--- src/rtl/down_counter_ctrl_if.sv ---
// down_counter_ctrl_if: request/status bundle between a requester and the down-counter controller.
// Latency: none, plain wires.
// Backpressure: start_req is held by the master until the slave returns start_ack.
interface down_counter_ctrl_if #(
    parameter int N          = 10,
    parameter int PRESCALE_W = 4
);
    logic                  start_req;
    logic [N-1:0]          load_val;
    logic [PRESCALE_W-1:0] prescale;
    logic                  periodic;
    logic                  pause;
    logic                  abort;
    logic                  start_ack;
    logic [N-1:0]          count;
    logic                  busy;
    logic                  done;

    // Requester side: issues commands, watches status.
    modport master (
        output start_req, load_val, prescale, periodic, pause, abort,
        input  start_ack, count, busy, done
    );

    // Controller side: consumes commands, drives status.
    modport slave (
        input  start_req, load_val, prescale, periodic, pause, abort,
        output start_ack, count, busy, done
    );
endinterface

--- src/rtl/down_counter_ctrl.sv ---
// down_counter_ctrl: sequencing controller that owns an N-bit down counter with prescale, pause and abort.
// Latency: start_ack one cycle after acceptance; done L*(P+1) cycles after start_ack, plus one per paused cycle.
// Backpressure: start_req is held until start_ack; requests arriving while busy are dropped with no ack.
// Optional feature macro: DOWN_COUNTER_CTRL_AUTO_RELOAD_EN enables periodic auto-reload at terminal count.
module down_counter_ctrl #(
    parameter int N          = 10,
    parameter int PRESCALE_W = 4
) (
    input  logic               clk,
    input  logic               reset,
    down_counter_ctrl_if.slave bus
);

    typedef enum logic [1:0] {
        IDLE   = 2'd0,
        RUN    = 2'd1,
        PAUSED = 2'd2,
        DONE   = 2'd3
    } state_t;

    localparam logic [N-1:0]          CNT_ONE = {{(N-1){1'b0}}, 1'b1};
    localparam logic [PRESCALE_W-1:0] PRE_ONE = {{(PRESCALE_W-1){1'b0}}, 1'b1};

    state_t                state_q,    state_d;
    logic [N-1:0]          count_q,    count_d;
    logic [PRESCALE_W-1:0] pre_q,      pre_d;
    logic [PRESCALE_W-1:0] lat_pre_q,  lat_pre_d;
    logic [N-1:0]          lat_load_q, lat_load_d;
    logic                  ack_q,      ack_d;
    logic                  done_q,     done_d;
    logic                  periodic_act;

`ifdef DOWN_COUNTER_CTRL_AUTO_RELOAD_EN
    logic                  lat_per_q,  lat_per_d;

    // Periodic-mode flag captured with the accepted request.
    always_ff @(posedge clk or negedge reset) begin
        if (!reset) begin
            lat_per_q <= 1'b0;
        end else begin
            lat_per_q <= lat_per_d;
        end
    end

    assign periodic_act = lat_per_q;
`else
    assign periodic_act = 1'b0;
`endif

    // State and datapath registers; reset clears every visible output at once.
    always_ff @(posedge clk or negedge reset) begin
        if (!reset) begin
            state_q    <= IDLE;
            count_q    <= '0;
            pre_q      <= '0;
            lat_pre_q  <= '0;
            lat_load_q <= '0;
            ack_q      <= 1'b0;
            done_q     <= 1'b0;
        end else begin
            state_q    <= state_d;
            count_q    <= count_d;
            pre_q      <= pre_d;
            lat_pre_q  <= lat_pre_d;
            lat_load_q <= lat_load_d;
            ack_q      <= ack_d;
            done_q     <= done_d;
        end
    end

    // Next-state and next-datapath: abort first, then accept, then pause, then prescaled ticking.
    always_comb begin
        state_d    = state_q;
        count_d    = count_q;
        pre_d      = pre_q;
        lat_pre_d  = lat_pre_q;
        lat_load_d = lat_load_q;
        ack_d      = 1'b0;
        done_d     = 1'b0;
`ifdef DOWN_COUNTER_CTRL_AUTO_RELOAD_EN
        lat_per_d  = lat_per_q;
`endif

        if (bus.abort) begin
            // Abort beats everything, including a terminal tick on the same edge.
            state_d = IDLE;
            count_d = '0;
            pre_d   = '0;
        end else begin
            case (state_q)
                IDLE, DONE: begin
                    if (bus.start_req) begin
                        lat_load_d = bus.load_val;
                        lat_pre_d  = bus.prescale;
`ifdef DOWN_COUNTER_CTRL_AUTO_RELOAD_EN
                        lat_per_d  = bus.periodic;
`endif
                        count_d    = bus.load_val;
                        pre_d      = bus.prescale;
                        ack_d      = 1'b1;
                        if (bus.load_val == '0) begin
                            // Nothing to count: terminal immediately, never busy.
                            state_d = DONE;
                            done_d  = 1'b1;
                        end else begin
                            state_d = RUN;
                        end
                    end
                end

                RUN, PAUSED: begin
                    if (bus.pause) begin
                        // Freeze: count and prescaler untouched, even on a terminal tick.
                        state_d = PAUSED;
                    end else begin
                        // The resume edge ticks like a running edge, so each paused
                        // cycle costs exactly one cycle of latency.
                        state_d = RUN;
                        if (pre_q != '0) begin
                            pre_d = pre_q - PRE_ONE;
                        end else begin
                            pre_d = lat_pre_q;
                            if (count_q == CNT_ONE) begin
                                done_d = 1'b1;
                                if (periodic_act) begin
                                    count_d = lat_load_q;
                                end else begin
                                    count_d = '0;
                                    state_d = DONE;
                                end
                            end else if (count_q != '0) begin
                                count_d = count_q - CNT_ONE;
                            end
                        end
                    end
                end

                default: begin
                    state_d = IDLE;
                end
            endcase
        end
    end

    assign bus.start_ack = ack_q;
    assign bus.done      = done_q;
    assign bus.count     = count_q;
    assign bus.busy      = (state_q == RUN) || (state_q == PAUSED);

endmodule
--- src/flat_wrapper.sv ---
// flat-port wrapper written by rule: the top's interface ports become plain ports
module down_counter_ctrl_flat 
#(
    parameter int N          = 10,
    parameter int PRESCALE_W = 4
)
  (clk, reset, bus_start_req, bus_load_val, bus_prescale, bus_periodic, bus_pause, bus_abort, bus_start_ack, bus_count, bus_busy, bus_done);
  down_counter_ctrl_if #(.N(N), .PRESCALE_W(PRESCALE_W)) bus_i ();
  input  logic clk;
  input  logic reset;
  input wire logic [$bits(bus_i.start_req)-1:0] bus_start_req;
  input wire logic [$bits(bus_i.load_val)-1:0] bus_load_val;
  input wire logic [$bits(bus_i.prescale)-1:0] bus_prescale;
  input wire logic [$bits(bus_i.periodic)-1:0] bus_periodic;
  input wire logic [$bits(bus_i.pause)-1:0] bus_pause;
  input wire logic [$bits(bus_i.abort)-1:0] bus_abort;
  output wire logic [$bits(bus_i.start_ack)-1:0] bus_start_ack;
  output wire logic [$bits(bus_i.count)-1:0] bus_count;
  output wire logic [$bits(bus_i.busy)-1:0] bus_busy;
  output wire logic [$bits(bus_i.done)-1:0] bus_done;
  assign bus_i.start_req = bus_start_req;
  assign bus_i.load_val = bus_load_val;
  assign bus_i.prescale = bus_prescale;
  assign bus_i.periodic = bus_periodic;
  assign bus_i.pause = bus_pause;
  assign bus_i.abort = bus_abort;
  assign bus_start_ack = bus_i.start_ack;
  assign bus_count = bus_i.count;
  assign bus_busy = bus_i.busy;
  assign bus_done = bus_i.done;
  down_counter_ctrl #(.N(N), .PRESCALE_W(PRESCALE_W)) u_core (.clk(clk), .reset(reset), .bus(bus_i));
endmodule
--- config.mk ---
export PLATFORM = sky130hd
export DESIGN_NAME = down_counter_ctrl_flat
export DESIGN_NICKNAME = d
export VERILOG_FILES = /design/src/rtl/down_counter_ctrl_if.sv /design/src/rtl/down_counter_ctrl.sv /design/src/flat_wrapper.sv
export SDC_FILE = /design/constraint.sdc
export NUM_CORES = 1
export LEC_CHECK = 0
export CORE_UTILIZATION = 55
export DETAILED_ROUTE_END_ITERATION = 8
export DONT_BUFFER_PORTS = 1
export PLACE_DENSITY = 0.7
export SETUP_SLACK_MARGIN = 0.1
export SLEW_MARGIN = 20
export SYNTH_ARGS = -nofsm -noshare
export SYNTH_HDL_FRONTEND = slang
export SYNTH_SLANG_ARGS = --single-unit
--- constraint.sdc ---
create_clock -name clk -period 2.4 [get_ports clk]
set_input_delay 0.12 -clock clk [delete_from_list [all_inputs] [get_ports clk]]
set_output_delay 0.12 -clock clk [all_outputs]
set_load 0.01 [all_outputs]
; ---- Word level (Yosys, flattened, before mapping)
; Index checks and enable logic that the tools add are counted.
[word_totals]
ff_bits = 22
input_bits = 20
[op_classes]
mux = 29
n_addsub = 2
eq_ne = 8
n_reduce_logical = 10
n_bitwise = 1
[op_table]
columns = operator, n
row1 = $mux 10, 6
row2 = $pmux 10 s2, 1
row3 = $mux 4, 4
row4 = $mux 2, 6
row5 = $eq 10x1->1 const B, 1
row6 = $logic_not 10->1, 1
row7 = $reduce_bool 10->1, 1
row8 = $sub 10x1->10 const B, 1
row9 = $mux 1, 9
row10 = $ne 3x3->1 const B, 3
row11 = $pmux 4 s2, 1
row12 = $eq 2x2->1 const B, 2
row13 = $ne 4x2->1 const B, 1
row14 = $pmux 2 s2, 1
row15 = $reduce_and 4->1, 1
row16 = $reduce_bool 4->1, 1
row17 = $reduce_or 2->1, 2
row18 = $sub 4x1->4 const B, 1
row19 = $reduce_and 3->1, 1
row20 = $eq 2x1->1 const B, 1
row21 = $logic_not 2->1, 1
row22 = $pmux 1 s2, 1
row23 = $reduce_and 2->1, 1
row24 = $logic_or 1x1->1, 1
row25 = $not 1->1, 1

; ---- Longest topological paths before layout
; Gate-level depths: netlist of the first run.
[depth]
depth_word = 7
mapped_depth = 9

; ---- Least setup slack after synthesis of the first run
; OpenSTA, ideal clock, no wires.
[synth_timing]
path_kind = register to register
start = register u_core.pre_q[0]
end = register u_core.count_q[5] (netlist: u_core.bus.count[5])
setup_slack_ps = 276
setup_time_ps = 78
t_arrival_ps = 2046
stages_incl_launch_ff = 9
period_less_slack_ps = 2124
cell_sequence = dfrtp_1 inv_1 ha_1 or3b_1 buf_2 or4_1 a41o_1 o21bai_1 o2bb2ai_1
[synth_between]
elab_chain_len = 3
[synth_rtl]
columns = element, line
row1 = "start, declared", down_counter_ctrl.sv:26  ; logic [PRESCALE_W-1:0] pre_q, pre_d;
row2 = "start signal, assigned", down_counter_ctrl.sv:63  ; pre_q <= pre_d;
row3 = $reduce_bool 4->1, down_counter_ctrl.sv:119  ; if (pre_q != '0) begin
row4 = $ne 3x3->1 (no line), -
row5 = $reduce_and 4->1 (no line), -
row6 = "end signal, assigned", down_counter_ctrl.sv:62  ; count_q <= count_d;
row7 = "end, declared", down_counter_ctrl.sv:25  ; logic [N-1:0] count_q, count_d;
; Every way passes these cells.
; A chain may end at the register's enable or synchronous reset.

; ---- Final worst setup path of the first run
[layout_timing]
start = register u_core.pre_q[0]
end = register u_core.count_q[3] (netlist: u_core.bus.count[3])
; Same word-level chain as after synthesis.

==> qor.yml, run 1 <==
worst_path_largest_cell_delay_ns: 0.44
max_cap_violations: 0
worst_hold_startpoint: "bus_load_val[2]"
hold_viol: 1
crit_path_top_delay_cell: "or4_4"
number_of_global_route_vias_before_repair: 1218
count_of_nets_after_finishing: 200
avgRoutedWirePerCell_um: 18.2
power_per_cell_area_nw_per_um2: 1070
arrival_ns: 2.44
run_status: "finished, violations left"
buffers_added_on_ports: 0
synth_edf_count: 0
post_drt_via_cell_ratio: 6.46
power.share.clock: 0.105
fin_crit_sh: 0.913
route.vias.total: 1305
internal_power_uw: 933
final_setup_violation_count: 0
power.share.sequential: 0.368
yosys_register_bits: 22
area_of_the_multi_input_gates_um2: 812
layout_common_cells: "dfrtp_1 (22), nor2_1 (15), nand2_1 (10), o21ai_0 (10)"
period_minus_slack_ns: 2.19
post-route-util: 0.692
p_sw_frac: 0.455
place_congestion: 0.871
fp.dieW_um: 52.5
layout_skew_ns: 0.00811
cts_tree: "yes"
synth-warning-count: 0
overflow: 0
synth.lib_cells_used.distinct: 45
pin_count_of_the_biggest_net_entering_global_routing: 23
worst_hold_path_type: "input pin to flop"
wirelength_um: 3680
drtPass1Iterations: 4
fmax_ghz: 0.456
cts_max_path_buffers: 2
track_usage: 0.277
cts_buffers: 3
critical_path_class: "flop to flop"
pwr-share-comb: 0.527
start_util: 0.606
unrepaired_setup_endpoints_after_global_routing: "no"
synth_sequential_area_ratio: 0.392
number_of_antenna_violations_at_the_first_check_in_global_routing: 0
std_cell_rows: 17
die_area_um2: 2760
cts.clk_slew.worst_paths_ns: 0.13
routedLengthMet1_um: 1750
syn_inst: 160
failed_checks: "negative hold slack"
grt_first_pass_wirelength_um: 5550
wl_met2_um: 1660
seqCellArea_um2: 551
worst_ep_required_time_ns: 2.65
synth.avg_cell_area_um2: 8.77
r2r-start: "u_core.pre_q[0]$_DFFE_PN0P_"
fin_tns_setup_ns: 0
area.growth.synth_to_final_pct: 14.3
tightest_slew_ns: 0.518
p_switching_uw: 780
syn_nets: 184
dominant_register_cell_in_the_synthesized_netlist: "dfrtp_1"
topmost_layer_with_routed_signal_wires: "met4"
total_power_mw: 1.71
hold_ws_ns: -0.00790
wl_met3_um: 245
nFillCells: 207
worst_setup_path_startpoint: "u_core.pre_q[0]$_DFFE_PN0P_"
start_kind: "flop"
antenna_left: 0
post_layout_nonfiller_instances: 202
final-max-slew-violation-count: 0
drc_errors: 0
antenna_cells_inserted: 0
count_of_buffer_and_inverter_cells_on_the_critical_path: 1
place_hpwl_um: 2520
core_um2: 2320
synthesis.area_um2: 1400
timing.max_slew.rel_slack: 0.654
die_h_um: 52.5
timing.critical_path.max_delay_family: "simple AND/OR/NAND/NOR gates"
ctsHtreeMaxLevel: 1
timing.critical_path.fanout_max: 5
drt_iter0_markers: 65
synth_async_sr_flop_share: 1.00
top_level_ports: 33
leakagePower_nw: 0.683
vdd_drop_max_v: 0.000698
cts_root_buffer: "clkbuf_4"
post-place-cells: 188
layout_cells_sized_above_1: 0.126
worstSkewPairLatency_ns: 0.32
layout.cells.most_common: "dfrtp_1"
path_cells: "inv_1 -> ha_2 -> or3b_4 -> or4_4 -> a41o_4 -> o21bai_1 -> o2bb2ai_1"
setup.worst_path.end_class: "flop"
cts.sink_count: 22
## flip-flops by register name, summed over array words and instances (netlist names)
name and count:
u_core.bus.count 10, u_core.lat_pre_q 4, u_core.pre_q 4, u_core.state_q 2
u_core.bus.done 1, u_core.bus.start_ack 1
## synthesized netlist by cell type, types with 3 or more instances
| library cell | count | share of area |
|---|---|---|
| dfrtp_1 | 22 | 0.39 |
| nor2_1 | 15 | 0.040 |
| nand2_1 | 10 | 0.027 |
| o21ai_0 | 10 | 0.036 |
| a21oi_1 | 9 | 0.032 |
| inv_1 | 9 | 0.024 |
| nor3_1 | 9 | 0.032 |
| o21bai_1 | 6 | 0.032 |
| clkbuf_1 | 5 | 0.013 |
| ha_1 | 4 | 0.036 |
| nor4_1 | 4 | 0.018 |
| o2bb2ai_1 | 4 | 0.025 |
| a22o_1 | 3 | 0.019 |
| a22oi_1 | 3 | 0.016 |
| a31oi_1 | 3 | 0.013 |
| mux2_2 | 3 | 0.024 |
| nand2b_1 | 3 | 0.013 |
| o21ai_1 | 3 | 0.011 |
## power groups by stage
stage	registers [mW]	logic, mW	clock network [mW]
finish	0.631	0.903	0.179
global route	0.648	0.983	0.194
CTS	0.627	0.851	0.176
detailed placement	0.635	0.825	0
global placement	0.629	0.796	0
floorplan	0.602	0.620	0
## worst register-to-register path, cell delays in order, from the launching register on
cell,delay (ns)
dfrtp_1,0.43
inv_1,0.09
ha_2,0.21
or3b_4,0.40
or4_4,0.44
a41o_4,0.28
o21bai_1,0.15
o2bb2ai_1,0.13
## worst paths after layout
| path | end | slack (ns) | cells after the start |
|---|---|---|---|
| max | u_core.bus.count[3]$_DFFE_PN0P_ | 0.21 | 7 |
| min | u_core.bus.count[2]$_DFFE_PN0P_ | -0.008 | 2 |
| max reg2reg | u_core.bus.count[3]$_DFFE_PN0P_ | 0.21 | 7 |
| min reg2reg | u_core.lat_pre_q[2]$_DFFE_PN0P_ | 0.52 | 1 |
| max in group asynchronous | u_core.lat_pre_q[1]$_DFFE_PN0P_ | 1.77 | 2 |
| min in group asynchronous | u_core.pre_q[3]$_DFFE_PN0P_ | 0.28 | 2 |
## layout make-up
class | instances | area share
inverter | 10 | 0.0234
sequential | 22 | 0.343
timing repair buffer | 17 | 0.0920
clock buffer | 3 | 0.0140
tap | 28 | 0.0218
multi-input combinational | 122 | 0.506
## what timing repair did
action,4_1_cts,5_1_grt
hold endpoints to repair,31,22
buffers inserted,0,1
setup endpoints to repair,0,5
hold buffers,9,1
resized for setup,0,4
## per-stage QoR
step / setup WS (ns) / area, um2
2_1_floorplan: 0.276 / 1400
3_3_place_gp: 0.241 / 1460
3_5_place_dp: 0.200 / 1460
4_1_cts: 0.166 / 1570
5_1_grt: 0.103 / 1610
6_report: 0.209 / 1610
## routing by layer
metal,GRT usage,vias to the layer above
met2,0.439,53
met3,0.0348,5
li1,-,632
met4,0.0570,0
met1,0.401,615
met5,0,-
## logic make-up (layout without fill, tap and decap cells)
group           count (synthesis)  count (layout)  synth area share
simple gates                   58              58             0.217
compound gates                 53              53             0.254
flops                          22              22             0.392
buf+inv                        16              30            0.0437
mux                             6               6            0.0463
fa+ha+maj                       4               4            0.0357
xor+xnor                        1               1            0.0116
No activity file was read; power rests on OpenSTA's default activity.
==> run 2, diff against run 1 <==
--- a/config.mk
+++ b/config.mk
@@ -5,10 +5,9 @@
 export SDC_FILE = /design/constraint.sdc
 export NUM_CORES = 1
 export LEC_CHECK = 0
-export CORE_UTILIZATION = 55
+export CORE_UTILIZATION = 30
 export DETAILED_ROUTE_END_ITERATION = 8
 export DONT_BUFFER_PORTS = 1
-export PLACE_DENSITY = 0.7
 export SETUP_SLACK_MARGIN = 0.1
 export SLEW_MARGIN = 20
 export SYNTH_ARGS = -nofsm -noshare
==> run 2 against run 1 <==
Effect of this change: the flow now finishes without violations; final cell count rose by 12%; critical path depth did not move; utilization fell by 32 points; fmax rose by 0.32%; power rose by 8.7%; sequential cell count did not move; routed wire length fell by 1.8%; largest power group unchanged; critical endpoint is now u_core.bus.count[4]$_DFFE_PN0P_; global-route usage fell by 12 points; combinational power fell by 0.8%.
==> qor.yml, run 2 (synthesized netlist as in run 1, its figures left out) <==
ctsHtreeMaxLevel: 1  # unchanged
start_util: 0.318  # -0.287
wirelength_um: 3610  # -1.8%
run_status: "finished, final reports clean"
fp.dieW_um: 70.4  # +34%
count_of_nets_after_finishing: 199  # -0.50%
arrival_ns: 2.38  # -0.06 ns
number_of_global_route_vias_before_repair: 1254  # +3.0%
hold_viol: 0  # -1
die_h_um: 70.4  # +34%
fin_tns_setup_ns: 0  # unchanged
worstSkewPairLatency_ns: 0.27  # -0.05 ns
drtPass1Iterations: 4  # unchanged
tightest_slew_ns: 0.500  # -0.0180 ns
worst_path_largest_cell_delay_ns: 0.45  # about the same
critical_path_class: "flop to flop"
final_setup_violation_count: 0  # unchanged
buffers_added_on_ports: 0  # unchanged
worst_ep_required_time_ns: 2.59  # -0.06 ns
std_cell_rows: 24  # +7
hold_ws_ns: 0.0371  # +0.0450 ns
layout_common_cells: "dfrtp_1 (22), nor2_1 (15), nand2_1 (10), o21ai_0 (10)"
worst_setup_path_startpoint: "u_core.pre_q[0]$_DFFE_PN0P_"
pin_count_of_the_biggest_net_entering_global_routing: 23  # unchanged
route.vias.total: 1263  # -3.2%
overflow: 0  # unchanged
power_per_cell_area_nw_per_um2: 1120  # +5.0%
largest_register_ffs: 10  # unchanged
number_of_antenna_violations_at_the_first_check_in_global_routing: 0  # unchanged
top_level_ports: 33  # unchanged
post-place-cells: 214  # +14%
worst_hold_startpoint: "bus_load_val[3]"
vdd_drop_max_v: 0.000520  # -26%
final-max-slew-violation-count: 0  # unchanged
grt_first_pass_wirelength_um: 6050  # +8.9%
r2r_setup_slack_ns: 0.22  # about the same
count_of_buffer_and_inverter_cells_on_the_critical_path: 1  # unchanged
period_minus_slack_ns: 2.18  # -0.00705 ns
antenna_cells_inserted: 0  # unchanged
worst_hold_path_type: "input pin to flop"
fmax_ghz: 0.458  # +0.32%
layout_skew_ns: 0.00306  # -0.00505 ns
place_congestion: 0.825  # -5.3%
setup.worst_path.end_class: "flop"
leakagePower_nw: 0.703  # +2.9%
die_area_um2: 4960  # +80%
layout_cells_sized_above_1: 0.132  # +0.00575
cts_buffers: 3  # unchanged
place_hpwl_um: 2630  # +4.5%
unrepaired_setup_endpoints_after_global_routing: "no"
cts_root_buffer: "clkbuf_8"
avgRoutedWirePerCell_um: 16.0  # -12%
layout.cells.most_common: "dfrtp_1"
post_layout_nonfiller_instances: 226  # +12%
core_um2: 4410  # +90%
timing.critical_path.fanout_max: 5  # unchanged
drt_iter0_markers: 84  # +29%
cts_max_path_buffers: 2  # unchanged
area.growth.synth_to_final_pct: 18.4
start_kind: "flop"
fin_crit_sh: 0.910  # -0.00294
antenna_left: 0  # unchanged
r2r-start: "u_core.pre_q[0]$_DFFE_PN0P_"
timing.critical_path.max_delay_family: "simple AND/OR/NAND/NOR gates"
post_drt_via_cell_ratio: 5.59  # -13%
path_cells: "inv_1 -> ha_1 -> or3b_4 -> or4_1 -> a41o_2 -> o21bai_1 -> o2bb2ai_1"
drc_errors: 0  # unchanged
layout.cell_area.non_filler_um2: 1660  # +3.5%
track_usage: 0.154  # -0.123
timing.max_slew.rel_slack: 0.667  # +0.0133
max_cap_violations: 0  # unchanged
total_power_mw: 1.86  # +8.7%
cell_area_after_placement_um2: 1510  # +3.1%
cts_tree: "yes"
cts.clk_slew.worst_paths_ns: 0.08  # -0.05 ns
crit_path_top_delay_cell: "or4_1"
cts.sink_count: 22  # unchanged
-- run 2: cell types whose count changed in the layout (fill, tap and decap cells not counted), sizes merged --
cell         previous run  this run
bufinv                  0         1
buf                     8         9
dlygate4sd3             9         7
-- run 2: layer usage --
layer  share of wire  up-vias  global-route usage  wire length [um]
li1                -      626                   -                 -
met1            0.48      591               0.210              1740
met2            0.45       42               0.239              1610
met3           0.062        4              0.0491               223
met4           0.011        0              0.0311                38
met5               0        -                   0                 0
-- run 2: path summary, 6_finish.rpt --
path,endpoint,cells after the start
worst max-delay path,u_core.bus.count[4]$_DFFE_PN0P_,7
worst min-delay path,u_core.bus.count[3]$_DFFE_PN0P_,2
worst max register to register,u_core.bus.count[4]$_DFFE_PN0P_,7
worst min register to register,u_core.lat_pre_q[3]$_DFFE_PN0P_,1
max in group asynchronous,u_core.bus.count[2]$_DFFE_PN0P_,2
min in group asynchronous,u_core.lat_pre_q[3]$_DFFE_PN0P_,2
-- run 2: what timing repair did --
item | CTS | global route
resized for setup | 0 | 3
endpoints found under the hold margin | 29 | 22
hold buffers | 7 | 1
buffers inserted | 0 | 0
endpoints found under the setup margin | 0 | 10
-- run 2: layout make-up --
cell class	count	area (um2)
inverter	10	37.5
fill	450	2750
clock buffer	3	41.3
timing repair buffer	16	135
clock inverter	1	30.0
sequential	22	551
multi-input combinational	122	802
tap	52	65.1
-- run 2: worst register-to-register path, delay by kind of cell (launching register included) --
| family | cells | cell delay (ns) |
|---|---|---|
| buffers and inverters | 1 | 0.09 |
| and+or+nand+nor | 2 | 0.86 |
| DFF | 1 | 0.42 |
| adders and majority gates | 1 | 0.17 |
| AOI/OAI and AO/OA | 3 | 0.57 |
-- run 2: metrics by stage --
stage | util | setup WS [ns]
6_report | 0.376 | 0.216
5_1_grt | 0.376 | 0.104
4_1_cts | 0.373 | 0.161
3_5_place_dp | 0.341 | 0.201
3_3_place_gp | 0.341 | 0.195
2_1_floorplan | - | 0.276
-- run 2: power by group --
group	internal [mW]	switching [mW]
sequential	0.472	0.141
combinational	0.407	0.490
clock	0.223	0.129
total	1.10	0.760
==> run 3, diff against run 2 <==
--- a/config.mk
+++ b/config.mk
@@ -9,7 +9,6 @@
 export DETAILED_ROUTE_END_ITERATION = 8
 export DONT_BUFFER_PORTS = 1
 export SETUP_SLACK_MARGIN = 0.1
-export SLEW_MARGIN = 20
 export SYNTH_ARGS = -nofsm -noshare
 export SYNTH_HDL_FRONTEND = slang
 export SYNTH_SLANG_ARGS = --single-unit
==> constraint.sdc (replaced) <==
create_clock -name clk -period 2.2 [get_ports clk]
set_input_delay 0.11 -clock clk [delete_from_list [all_inputs] [get_ports clk]]
set_output_delay 0.11 -clock clk [all_outputs]
set_load 0.01 [all_outputs]
==> run 3 against run 2 <==
Effect of this change: clock-buffer cell count did not move; sequential power up 2%; worst hold slack got worse by 0.013 ns; critical endpoint unchanged; combinational power up 31%; non-clock buffer count increased by 12; highest routed layer unchanged; critical path depth unchanged; routed wire length increased by 7.3%; first-iteration DRC count decreased by 31%.
==> qor.yml, run 3 (synthesized netlist as in run 1, its figures left out) <==
run_status: "finished, final reports clean"
path_cells: "inv_2 -> ha_4 -> or3b_4 -> or4_4 -> a41o_4 -> o21bai_1 -> o2bb2ai_1"
wirelength_um: 3870  # +7.3%
cts.sink_count: 22  # unchanged
max_cap_violations: 0  # unchanged
worst_ep_required_time_ns: 2.40  # -0.19 ns
final_setup_violation_count: 0  # unchanged
crit_path_top_delay_cell: "or4_4"
layout_common_cells: "dfrtp_1 (22), buf_4 (21), nor2_1 (15)"
track_usage: 0.164  # +0.00932
avgRoutedWirePerCell_um: 16.3  # +1.8%
cts_max_path_buffers: 2  # unchanged
timing.critical_path.fanout_max: 5  # unchanged
hold_viol: 0  # unchanged
worst_path_largest_cell_delay_ns: 0.44  # about the same
drt_iter0_markers: 58  # -31%
count_of_buffer_and_inverter_cells_on_the_critical_path: 1  # unchanged
tightest_slew_ns: 1.02  # +0.519 ns
pin_count_of_the_biggest_net_entering_global_routing: 26  # +13%
number_of_antenna_violations_at_the_first_check_in_global_routing: 0  # unchanged
cts_buffers: 3  # unchanged
antenna_left: 0  # unchanged
power_per_cell_area_nw_per_um2: 1230  # +9.5%
ctsHtreeMaxLevel: 1  # unchanged
core_um2: 4410  # unchanged
period_minus_slack_ns: 2.10  # -0.0794 ns
final-max-slew-violation-count: 0  # unchanged
arrival_ns: 2.30  # -0.08 ns
vdd_drop_max_v: 0.000674  # +30%
worstSkewPairLatency_ns: 0.27  # about the same
grt_first_pass_wirelength_um: 6400  # +5.8%
fp.dieW_um: 70.4  # unchanged
timing.critical_path.max_delay_family: "simple AND/OR/NAND/NOR gates"
layout_cells_sized_above_1: 0.210  # +0.0775
cts_tree: "yes"
largest_register_ffs: 10  # unchanged
count_of_nets_after_finishing: 211  # +6.0%
layout_skew_ns: 0.00339  # +0.000331 ns
fin_crit_sh: 0.957  # +0.0466
cts_root_buffer: "clkbuf_8"
place_congestion: 0.773  # -6.3%
fin_tns_setup_ns: 0  # unchanged
post-place-cells: 219  # +2.3%
drtPass1Iterations: 4  # unchanged
post_drt_via_cell_ratio: 5.62  # +0.52%
worst_hold_path_type: "input pin to flop"
die_h_um: 70.4  # unchanged
fmax_ghz: 0.475  # +3.8%
die_area_um2: 4960  # unchanged
post_layout_nonfiller_instances: 238  # +5.3%
leakagePower_nw: 0.765  # +8.9%
start_util: 0.318  # unchanged
antenna_cells_inserted: 0  # unchanged
buffers_added_on_ports: 0  # unchanged
fin_worst_setup_slack_ns: 0.0955  # -0.121 ns
place_hpwl_um: 2690  # +2.2%
unrepaired_setup_endpoints_after_global_routing: "yes"
critical_path_class: "flop to flop"
route.vias.total: 1337  # +5.9%
drc_errors: 0  # unchanged
number_of_global_route_vias_before_repair: 1337  # +6.6%
start_kind: "flop"
area.growth.synth_to_final_pct: 26.8
top_level_ports: 33  # unchanged
std_cell_rows: 24  # unchanged
setup.worst_path.end_class: "flop"
timing.max_slew.rel_slack: 0.318  # -0.348
cts.clk_slew.worst_paths_ns: 0.09  # about the same
layout.cells.most_common: "dfrtp_1"
place_ws_ns: -0.0259  # -0.227 ns
overflow: 0  # unchanged
-- run 3: where the power goes --
group | total [mW] | switching, mW | leakage [nW] | internal [mW]
Combinational | 1.17 | 0.629 | 0.443 | 0.543
Sequential | 0.626 | 0.110 | 0.287 | 0.516
Clock | 0.387 | 0.144 | 0.0357 | 0.243
Total | 2.19 | 0.883 | 0.765 | 1.30
-- run 3: per-stage QoR --
step                hold WS [ns]  instance area (um2)  total power [mW]  utilization
floorplan                 -0.186                 1420              1.35            -
global placement          -0.185                 1550              1.66        0.351
detailed placement        -0.185                 1550              1.67        0.351
CTS                       0.0197                 1730              2.15        0.393
global route              0.0384                 1780              2.36        0.403
finish                    0.0246                 1780              2.19        0.403
-- run 3: final timing paths --
check,end,depth (start not counted),from,slack [ns]
min in group asynchronous,u_core.lat_pre_q[3]$_DFFE_PN0P_,1,reset,0.45
worst min register to register,u_core.lat_pre_q[3]$_DFFE_PN0P_,1,u_core.lat_pre_q[3]$_DFFE_PN0P_,0.51
max in group asynchronous,u_core.bus.count[1]$_DFFE_PN0P_,1,reset,1.12
worst max-delay path,u_core.bus.count[4]$_DFFE_PN0P_,7,u_core.pre_q[1]$_DFFE_PN0P_,0.1
worst max register to register,u_core.bus.count[4]$_DFFE_PN0P_,7,u_core.pre_q[1]$_DFFE_PN0P_,0.1
worst min-delay path,u_core.bus.count[5]$_DFFE_PN0P_,2,bus_load_val[5],0.02
-- run 3: worst reg2reg max path, stage by stage, from the launching register on --
cell and delay (ns):
dfrtp_1 0.40, inv_2 0.08, ha_4 0.13, or3b_4 0.40, or4_4 0.44, a41o_4 0.28
o21bai_1 0.16, o2bb2ai_1 0.13
-- run 3: layout make-up --
type | instances | area (um2)
Sequential cell | 22 | 551
Clock inverter | 1 | 30.0
Tap cell | 52 | 65.1
Timing Repair Buffer | 28 | 228
Inverter | 10 | 37.5
Clock buffer | 3 | 41.3
Multi-Input combinational cell | 122 | 828
Fill cell | 457 | 2630
-- run 3: layer usage --
metal	track usage	part of all wire	wire, um	vias to the layer above
met5	0	0	0	-
met4	0.0267	0.0065	25	0
met3	0.0620	0.076	296	4
met2	0.259	0.46	1770	50
met1	0.214	0.46	1780	640
li1	-	-	-	643
-- run 3: what timing repair did --
item                                   in CTS  in global routing
setup endpoints to repair                   9                  9
pin swaps                                   0                  4
hold buffers                                7                  0
buffers inserted                            3                  5
endpoints found under the hold margin      29                  0
resized for setup                           3                  3
